**src/rtl/opnd_fwd_stage.sv**
```systemverilog
// Operand selection and RAW forwarding between decode and execute.
// A one-entry valid/ready register holds the selected operands. Load-use
// hazards stall the stage, and a saturating counter tracks stall cycles.
module opnd_fwd_stage #(
   parameter int DATA_W  = 32,
   parameter int ADDR_W  = 5,
   parameter int NUM_FWD = 3,
   parameter int CNT_W   = 16
) (
   input  logic                      i_clk,
   input  logic                      i_reset,
   input  logic                      i_valid,
   output logic                      o_ready,
   output logic                      o_valid,
   input  logic                      i_ready,
   input  logic                      i_flush,
   input  logic [1:0]                i_opa_sel,
   input  logic [1:0]                i_opb_sel,
   input  logic                      i_rs2_used,
   input  logic [ADDR_W-1:0]         i_rs1_addr,
   input  logic [ADDR_W-1:0]         i_rs2_addr,
   input  logic [DATA_W-1:0]         i_rs1_data,
   input  logic [DATA_W-1:0]         i_rs2_data,
   input  logic [DATA_W-1:0]         i_pc,
   input  logic [DATA_W-1:0]         i_imm,
   input  logic [NUM_FWD-1:0]        i_fwd_valid,
   input  logic [NUM_FWD-1:0]        i_fwd_pending,
   input  logic [NUM_FWD*ADDR_W-1:0] i_fwd_addr,
   input  logic [NUM_FWD*DATA_W-1:0] i_fwd_data,
   output logic [DATA_W-1:0]         o_operand_a,
   output logic [DATA_W-1:0]         o_operand_b,
   output logic [DATA_W-1:0]         o_store_data,
   output logic [CNT_W-1:0]          o_stall_cnt
);

   logic [DATA_W-1:0] rs1_val;
   logic [DATA_W-1:0] rs2_val;
   logic              rs1_haz;
   logic              rs2_haz;
   logic              hazard;
   logic              capture;
   logic              stall_inc;
   logic [DATA_W-1:0] opa_val;
   logic [DATA_W-1:0] opb_val;

   // Forward lookup. The scan runs from the oldest source to the youngest,
   // so the lowest-index match is written last and wins. Register x0 is
   // never forwarded.
   always_comb begin
      rs1_val = i_rs1_data;
      rs2_val = i_rs2_data;
      rs1_haz = 1'b0;
      rs2_haz = 1'b0;
      for (int i = NUM_FWD - 1; i >= 0; i--) begin
         if (i_fwd_valid[i] && (i_rs1_addr != '0) &&
             (i_fwd_addr[i*ADDR_W +: ADDR_W] == i_rs1_addr)) begin
            rs1_val = i_fwd_data[i*DATA_W +: DATA_W];
            rs1_haz = i_fwd_pending[i];
         end
         if (i_fwd_valid[i] && (i_rs2_addr != '0) &&
             (i_fwd_addr[i*ADDR_W +: ADDR_W] == i_rs2_addr)) begin
            rs2_val = i_fwd_data[i*DATA_W +: DATA_W];
            rs2_haz = i_fwd_pending[i];
         end
      end
   end

   // Operand muxes, hazard detection and handshake.
   always_comb begin
      case (i_opa_sel)
         2'd0:    opa_val = rs1_val;
         2'd1:    opa_val = i_pc;
         default: opa_val = '0;
      endcase
      case (i_opb_sel)
         2'd0:    opb_val = rs2_val;
         2'd1:    opb_val = i_imm;
         2'd2:    opb_val = DATA_W'(4);
         default: opb_val = '0;
      endcase
      hazard    = (rs1_haz && (i_opa_sel == 2'd0)) || (rs2_haz && i_rs2_used);
      o_ready   = (!o_valid || i_ready) && !hazard;
      capture   = i_valid && o_ready && !i_flush;
      stall_inc = i_valid && hazard && !i_flush;
   end

   // Output register. A flush kills both the held and the incoming entry.
   always_ff @(posedge i_clk) begin
      if (i_reset) begin
         o_valid      <= 1'b0;
         o_operand_a  <= '0;
         o_operand_b  <= '0;
         o_store_data <= '0;
      end else if (i_flush) begin
         o_valid <= 1'b0;
      end else if (capture) begin
         o_valid      <= 1'b1;
         o_operand_a  <= opa_val;
         o_operand_b  <= opb_val;
         o_store_data <= rs2_val;
      end else if (i_ready) begin
         o_valid <= 1'b0;
      end
   end

   // Saturating stall counter.
   always_ff @(posedge i_clk) begin
      if (i_reset) begin
         o_stall_cnt <= '0;
      end else if (stall_inc && (o_stall_cnt != '1)) begin
         o_stall_cnt <= o_stall_cnt + CNT_W'(1);
      end
   end

endmodule

```
**config.mk**
```make
export PLATFORM = sky130hd
export DESIGN_NAME = opnd_fwd_stage
export DESIGN_NICKNAME = d
export VERILOG_FILES = /design/src/rtl/opnd_fwd_stage.sv
export SDC_FILE = /design/constraint.sdc
export NUM_CORES = 1
export LEC_CHECK = 0
export CORE_AREA = 2 2 149 151
export CTS_BUF_LIST = sky130_fd_sc_hd__clkbuf_2 sky130_fd_sc_hd__clkbuf_4 sky130_fd_sc_hd__clkbuf_8
export DETAILED_ROUTE_END_ITERATION = 10
export DIE_AREA = 0 0 151 153
export GPL_ROUTABILITY_DRIVEN = 0
export GPL_TIMING_DRIVEN = 1
export PLACE_DENSITY = 0.74
export SLEW_MARGIN = 15
export SYNTH_ARGS = -nofsm -noshare
export SYNTH_HDL_FRONTEND = slang
export SYNTH_SLANG_ARGS = --single-unit
```
**constraint.sdc**
```tcl
create_clock -name i_clk -period 3.2 [get_ports i_clk]
set_clock_uncertainty 0.15 [all_clocks]
set_input_delay 0.48 -clock i_clk [delete_from_list [all_inputs] [get_ports i_clk]]
set_output_delay 0.48 -clock i_clk [all_outputs]
set_load 0.05 [all_outputs]
```
==> out/results.ini, run 1 <==
[status]
status=finished clean

[cts]
cts_buffers=17
postCtsHoldBufs=0
cts.clk_slew.worst_paths_ps=60
cts_max_path_buffers=2
cts-root-buf=clkbuf_8
clk-insertion-delay-late_ps=420
htree_levels=4
clock-sinks=113
cts_tree=built

[timing]
holdWs_ps=311
period_needed_ps=3130
setup_viol=0
tightest_slew_ps=1180
fmax_mhz=319
fin_tns_setup_ps=0
slew_violations=0
slew-limit-headroom=0.213
rsz0062_at_grt=no
final-hold-violation-count=0
final.period_utilization=0.979

[routing]
totalWireLength_um=37700
vias_per_cell=5.92
vias=9969
dr.pass1.iters=5
initialDrtViolationCount=712
drc=0
postRouteAntennaNets=0
post_drt_wl_per_cell_um=22.4

[synthesis]
synth_flop_cell=dfxtp_1
yosysSeqAreaShare=0.280
post-synth-top-count-cell=nand2_1
yosysWarnings=0
yosysTopAreaCell=dfxtp_1
yosys.area.top_type_share=0.280
ys_types=55
synth_edf_count=0
ys_top_cells_by_count=nand2_1, dfxtp_1, a21oi_1
ys_ff_latch=113
synthTopCellsByArea=dfxtp_1, mux2_2, a21oi_1
synth_area_per_cell_um2=7.92
async_reset_ff_frac=0
syn_inst=1021
synth.cell_area_um2=8080
synth_nets=1287

[critical_path]
worstPathRequired_ps=2570
cp_cell_sequence=dlygate4sd2_1, or4_4, o211a_4, a2111oi_4, o31ai_4, o211ai_2, inv_2, buf_12
slowest_stage=or4_4
crit_type=primary input to output port
cp_slowest_stage_delay_ps=510
timing.reg2reg.setup_slack_ps=840
cp-end-kind=output port
crit_arrival_ps=2500
crit_path_start_kind=primary input
crit_path_max_fanout=4

[die]
ios=379
rows=54
die_y_um=153
die_w_um=151
die_area_um2=23100
core_area_um2=21500
start_util=0.376

[placement]
place_inst=1652
io_buffers=378
placed_cell_area_um2=12700
place_hpwl_um=27100

[final_layout]
drive_above_1_share=0.152
regArea_um2=2260
multi_input_area_um2=5370
stdcell_area_um2=13000
final_cells=1684
nFillCells=1940
nets=1658
area_delta_synth_final_pct=61.4
diodes=0

[global_route]
grt_pass1_vias=10012
grt_overflow=0
grt_pass1_wl_um=56100
antenna_found_initial=0
track_usage=0.315
grt_start_max_net_pins=84

[power_and_ir_drop]
power_mw=4.25
p_leak_nw=4.95
vdd_drop_max_uv=335
power_density_nw_per_um2=326

[job]
drv_cap=0

[hold_path]
hp-class=flop to flop

[flip-flops by register name (all words and copies together), names as in the netlist]
register	count
o_stall_cnt	16
o_store_data	32
o_operand_b	32
o_operand_a	32
o_valid	1
[area by class of cell]
class	count	area share
multi-input cells	776	0.411
repair buffers	449	0.349
flip-flops and latches	113	0.173
well taps	280	0.0269
clock buffers	20	0.0201
inverters	35	0.0101
clock inverters	11	0.00882
[through the flow]
stage	setup WS, ps	utilization
after floorplan	199	-
after global placement	-251	0.589
after detailed placement	-302	0.589
after CTS	20.7	0.608
after global routing	0.584	0.607
final	67.8	0.607
[what timing repair did]
item | in CTS | in global routing
gates resized for setup | 13 | 5
buffers inserted | 2 | 1
pin swaps | 10 | 8
endpoints found under the setup margin | 1 | 1
[logic make-up (layout without fill, tap and decap cells)]
logic type	Yosys count	count (layout)	share of synthesized area
AND/OR/NAND/NOR	295	295	0.175
multiplexers	103	103	0.146
XOR/XNOR	30	30	0.0325
adder cells (fa/ha/maj)	1	1	0.00155
AO/OA/AOI/OAI	347	347	0.298
flip-flops	113	113	0.280
buffers and inverters	132	515	0.0663
[cells in the final DEF (no fill, tap or decap), drive strengths merged, types with 16 or more instances in the layout]
cell,netlist,routed
a211oi,31,31
a21oi,101,101
a221oi,32,32
a22o,32,32
a311oi,27,27
a31oi,31,31
buf,19,75
clkbuf,78,21
clkdlybuf4s50,0,367
dfxtp,113,113
inv,34,35
mux2,70,70
mux2i,33,33
nand2,114,114
nand3,16,16
nor2,46,46
nor2b,40,40
nor3,40,40
o211ai,31,31
o21ai,39,39
xnor2,20,20
[metal layers]
layer,track usage,wire [um]
met5,0,0
met3,0.0737,3990
met4,0.166,1760
met2,0.539,18100
met1,0.362,13900
[critical path: cells and delay by family]
kind / cells / cell delay [ps]
AOI/OAI and AO/OA: 4 / 940
buffers and inverters: 3 / 550
and+or+nand+nor: 1 / 510
[worst paths after layout]
path | from | endpoint | cells past startpoint
max reg2reg | o_stall_cnt[4]$_SDFFE_PP0P_ | o_stall_cnt[15]$_SDFFE_PP0P_ | 6
min reg2reg | o_operand_b[10]$_SDFFE_PP0P_ | o_operand_b[10]$_SDFFE_PP0P_ | 2
min | o_operand_b[10]$_SDFFE_PP0P_ | o_operand_b[10]$_SDFFE_PP0P_ | 2
max | i_rs2_addr[1] | o_ready | 8
[where the power goes]
group | total [mW] | leakage (nW) | internal, mW | switching (mW)
sequential | 1.50 | 0.920 | 1.47 | 0.0329
combinational | 1.38 | 3.84 | 0.657 | 0.728
clock | 1.37 | 0.187 | 0.718 | 0.654
Note: power is estimated with default switching activity, not from simulation.
==> run 2, diff against run 1 <==
clock period = 3.12 ns   (was 3.2 ns; I/O delays follow)
==> out/results.ini, run 2 (synthesized netlist as in run 1, its figures left out) <==
[status]
status=finished clean

[cts]
cts_tree=built
cts.clk_slew.worst_paths_ps=80  ; +20 ps
cts_buffers=17  ; unchanged
htree_levels=4  ; unchanged
clock-sinks=113  ; unchanged
clk-insertion-delay-late_ps=440  ; +20 ps
cts-root-buf=clkbuf_8
cts_max_path_buffers=2  ; unchanged

[global_route]
grt_pass1_wl_um=56000  ; -0.16%
grt_overflow=0  ; unchanged
antenna_found_initial=1  ; +1
grt_start_max_net_pins=64  ; -24%
track_usage=0.316  ; +0.00114
grt_pass1_vias=9925  ; -0.87%

[job]
drv_cap=0  ; unchanged

[critical_path]
crit_path_max_fanout=4  ; unchanged
cp-end-kind=output port
crit_arrival_ps=2440  ; -60 ps
critPathTopFamily=compound AO/OA/AOI/OAI gates
slowest_stage=or4_4
timing.reg2reg.setup_slack_ps=750  ; -90 ps
reg2reg_depth=6  ; unchanged
cp_slowest_stage_delay_ps=570  ; +60 ps
cp_cell_sequence=dlygate4sd2_1, or4_4, o211ai_4, nor3_2, o311a_1, o211ai_2, inv_2, buf_12
r2r_end=o_stall_cnt[15]$_SDFFE_PP0P_
path_buf_inv=3  ; unchanged
r2r_start=o_stall_cnt[3]$_SDFFE_PP0P_
crit_cells=8  ; unchanged
crit_type=primary input to output port
worstPathRequired_ps=2500  ; -70 ps
crit_path_start_kind=primary input

[routing]
vias=10063  ; +0.94%
met3WireLength_um=3690  ; -7.4%
vias_per_cell=5.93  ; +0.11%
detail_route.wirelength.met1_um=14300  ; +3.0%
postRouteAntennaNets=0  ; unchanged
drc=0  ; unchanged
dr.pass1.iters=6  ; +1
initialDrtViolationCount=856  ; +20%
dr_wl_met2_um=18500  ; +2.3%
totalWireLength_um=37900  ; +0.51%
top_layer=met4
post_drt_wl_per_cell_um=22.3  ; -0.32%

[final_layout]
layout_commonest_cell=clkdlybuf4s50_1
drive_above_1_share=0.162  ; +0.00990
final_cell_mix=clkdlybuf4s50_1, dfxtp_1, nand2_1
nets=1670  ; +0.72%
top_regs=o_operand_a x32, o_operand_b x32, o_store_data x32
nFillCells=1913  ; -1.4%
area_delta_synth_final_pct=63.6
regArea_um2=2260  ; unchanged
stdcell_area_um2=13200  ; +1.3%
multi_input_area_um2=5410  ; +0.79%

[die]
start_util=0.376  ; unchanged
core_area_um2=21500  ; unchanged
die_w_um=151  ; unchanged
ios=379  ; unchanged
die_area_um2=23100  ; unchanged
rows=54  ; unchanged
die_y_um=153  ; unchanged

[hold_path]
hold_start=o_operand_b[18]$_SDFFE_PP0P_
hold_end=o_operand_b[18]$_SDFFE_PP0P_
whs_path_depth=2  ; unchanged
hp-class=flop to flop

[timing]
period_needed_ps=3060
tightest_slew_ps=919  ; -257 ps
fmax_mhz=327
slew_violations=0  ; unchanged
final-hold-violation-count=0  ; unchanged
holdWs_ps=309  ; -1.89 ps
setup_viol=0  ; unchanged
slew-limit-headroom=0.385  ; +0.172
final.period_utilization=0.981
setup_ws_ps=58.7  ; -9.04 ps
rsz0062_at_grt=no

[placement]
io_buffers=378  ; unchanged
post-place-ws_ps=-363  ; -61.1 ps
place_hpwl_um=27300  ; +0.88%
placed_cell_area_um2=12700  ; +0.38%

[power_and_ir_drop]
p_sw_mw=1.43  ; +0.77%
power.internal_mw=3.04  ; +7.1%
vdd_drop_max_uv=293  ; -13%
power_mw=4.47  ; +5.0%
p_leak_nw=5.07  ; +2.4%
power_frac_comb=0.321  ; -0.004
p_seq_frac=0.344  ; -0.008
sw_frac_of_total=0.319  ; -0.0134
power_density_nw_per_um2=338  ; +3.6%
clkPwrFrac=0.334  ; +0.012

==> run 2: repair_timing <==
| action | in CTS | in global routing |
|---|---|---|
| endpoints found under the setup margin | 1 | 1 |
| hold buffers | 0 | 0 |
| setup buffers | 3 | 3 |
| pin swaps | 9 | 11 |
| gates resized for setup | 14 | 15 |
| hold endpoints to repair | 0 | 0 |
==> run 2: routing by layer <==
layer,global-route usage,vias to the layer above
li1,-,4573
met1,0.372,4782
met2,0.545,602
met3,0.0713,106
met4,0.140,0
met5,0,-
==> run 2: through the flow <==
step / utilization / TNS (ps) / std cells
after detailed placement: 0.591 / -29100 / 1660
after CTS: 0.612 / 0 / 1695
after floorplan: - / 0 / 1021
after global placement: 0.591 / -24910 / 1660
after global routing: 0.615 / 0 / 1698
final: 0.615 / 0 / 1698
==> run 2: layout make-up <==
class | instances | area share
diodes | 1 | 0.000189
clock buffers | 22 | 0.0215
clock inverters | 10 | 0.0101
inverters | 35 | 0.00994
multi-input cells | 776 | 0.409
flip-flops and latches | 113 | 0.171
well taps | 280 | 0.0265
repair buffers | 461 | 0.351
==> run 2: worst max path at each step <==
| stage | from | slack (ps) | to |
|---|---|---|---|
| finish | i_rs1_addr[3] | 60 | o_ready |
| detailed placement | i_rs1_addr[1] | -360 | o_operand_a[29]$_SDFFE_PP0P_ |
| global route | i_rs1_addr[3] | 4 | o_ready |
| CTS | i_rs2_addr[0] | 10 | o_ready |
| floorplan | i_rs1_addr[1] | 130 | o_operand_a[14]$_SDFFE_PP0P_ |
| global placement | i_rs1_addr[1] | -350 | o_operand_a[29]$_SDFFE_PP0P_ |
==> run 2: worst reg2reg max path, cell delays in order (launching register included) <==
cell,delay [ps]
dfxtp_1,440
nand4_1,180
or2_2,340
a2111oi_0,510
nand3_1,200
o31a_1,270
o21a_1,180
==> run 2: power groups by stage <==
stage | clock network (mW) | registers, mW | logic, mW
floorplan | 0 | 1.78 | 0.461
global placement | 0 | 1.57 | 1.40
detailed placement | 0 | 1.57 | 1.41
CTS | 1.52 | 1.54 | 1.42
global route | 1.58 | 1.54 | 1.50
finish | 1.49 | 1.54 | 1.44
==> run 3, diff against run 2 <==
CAP_MARGIN = 20   (was default)
==> results of run 3 <==
Final layout, timing and power as in run 2 (identical DEF).
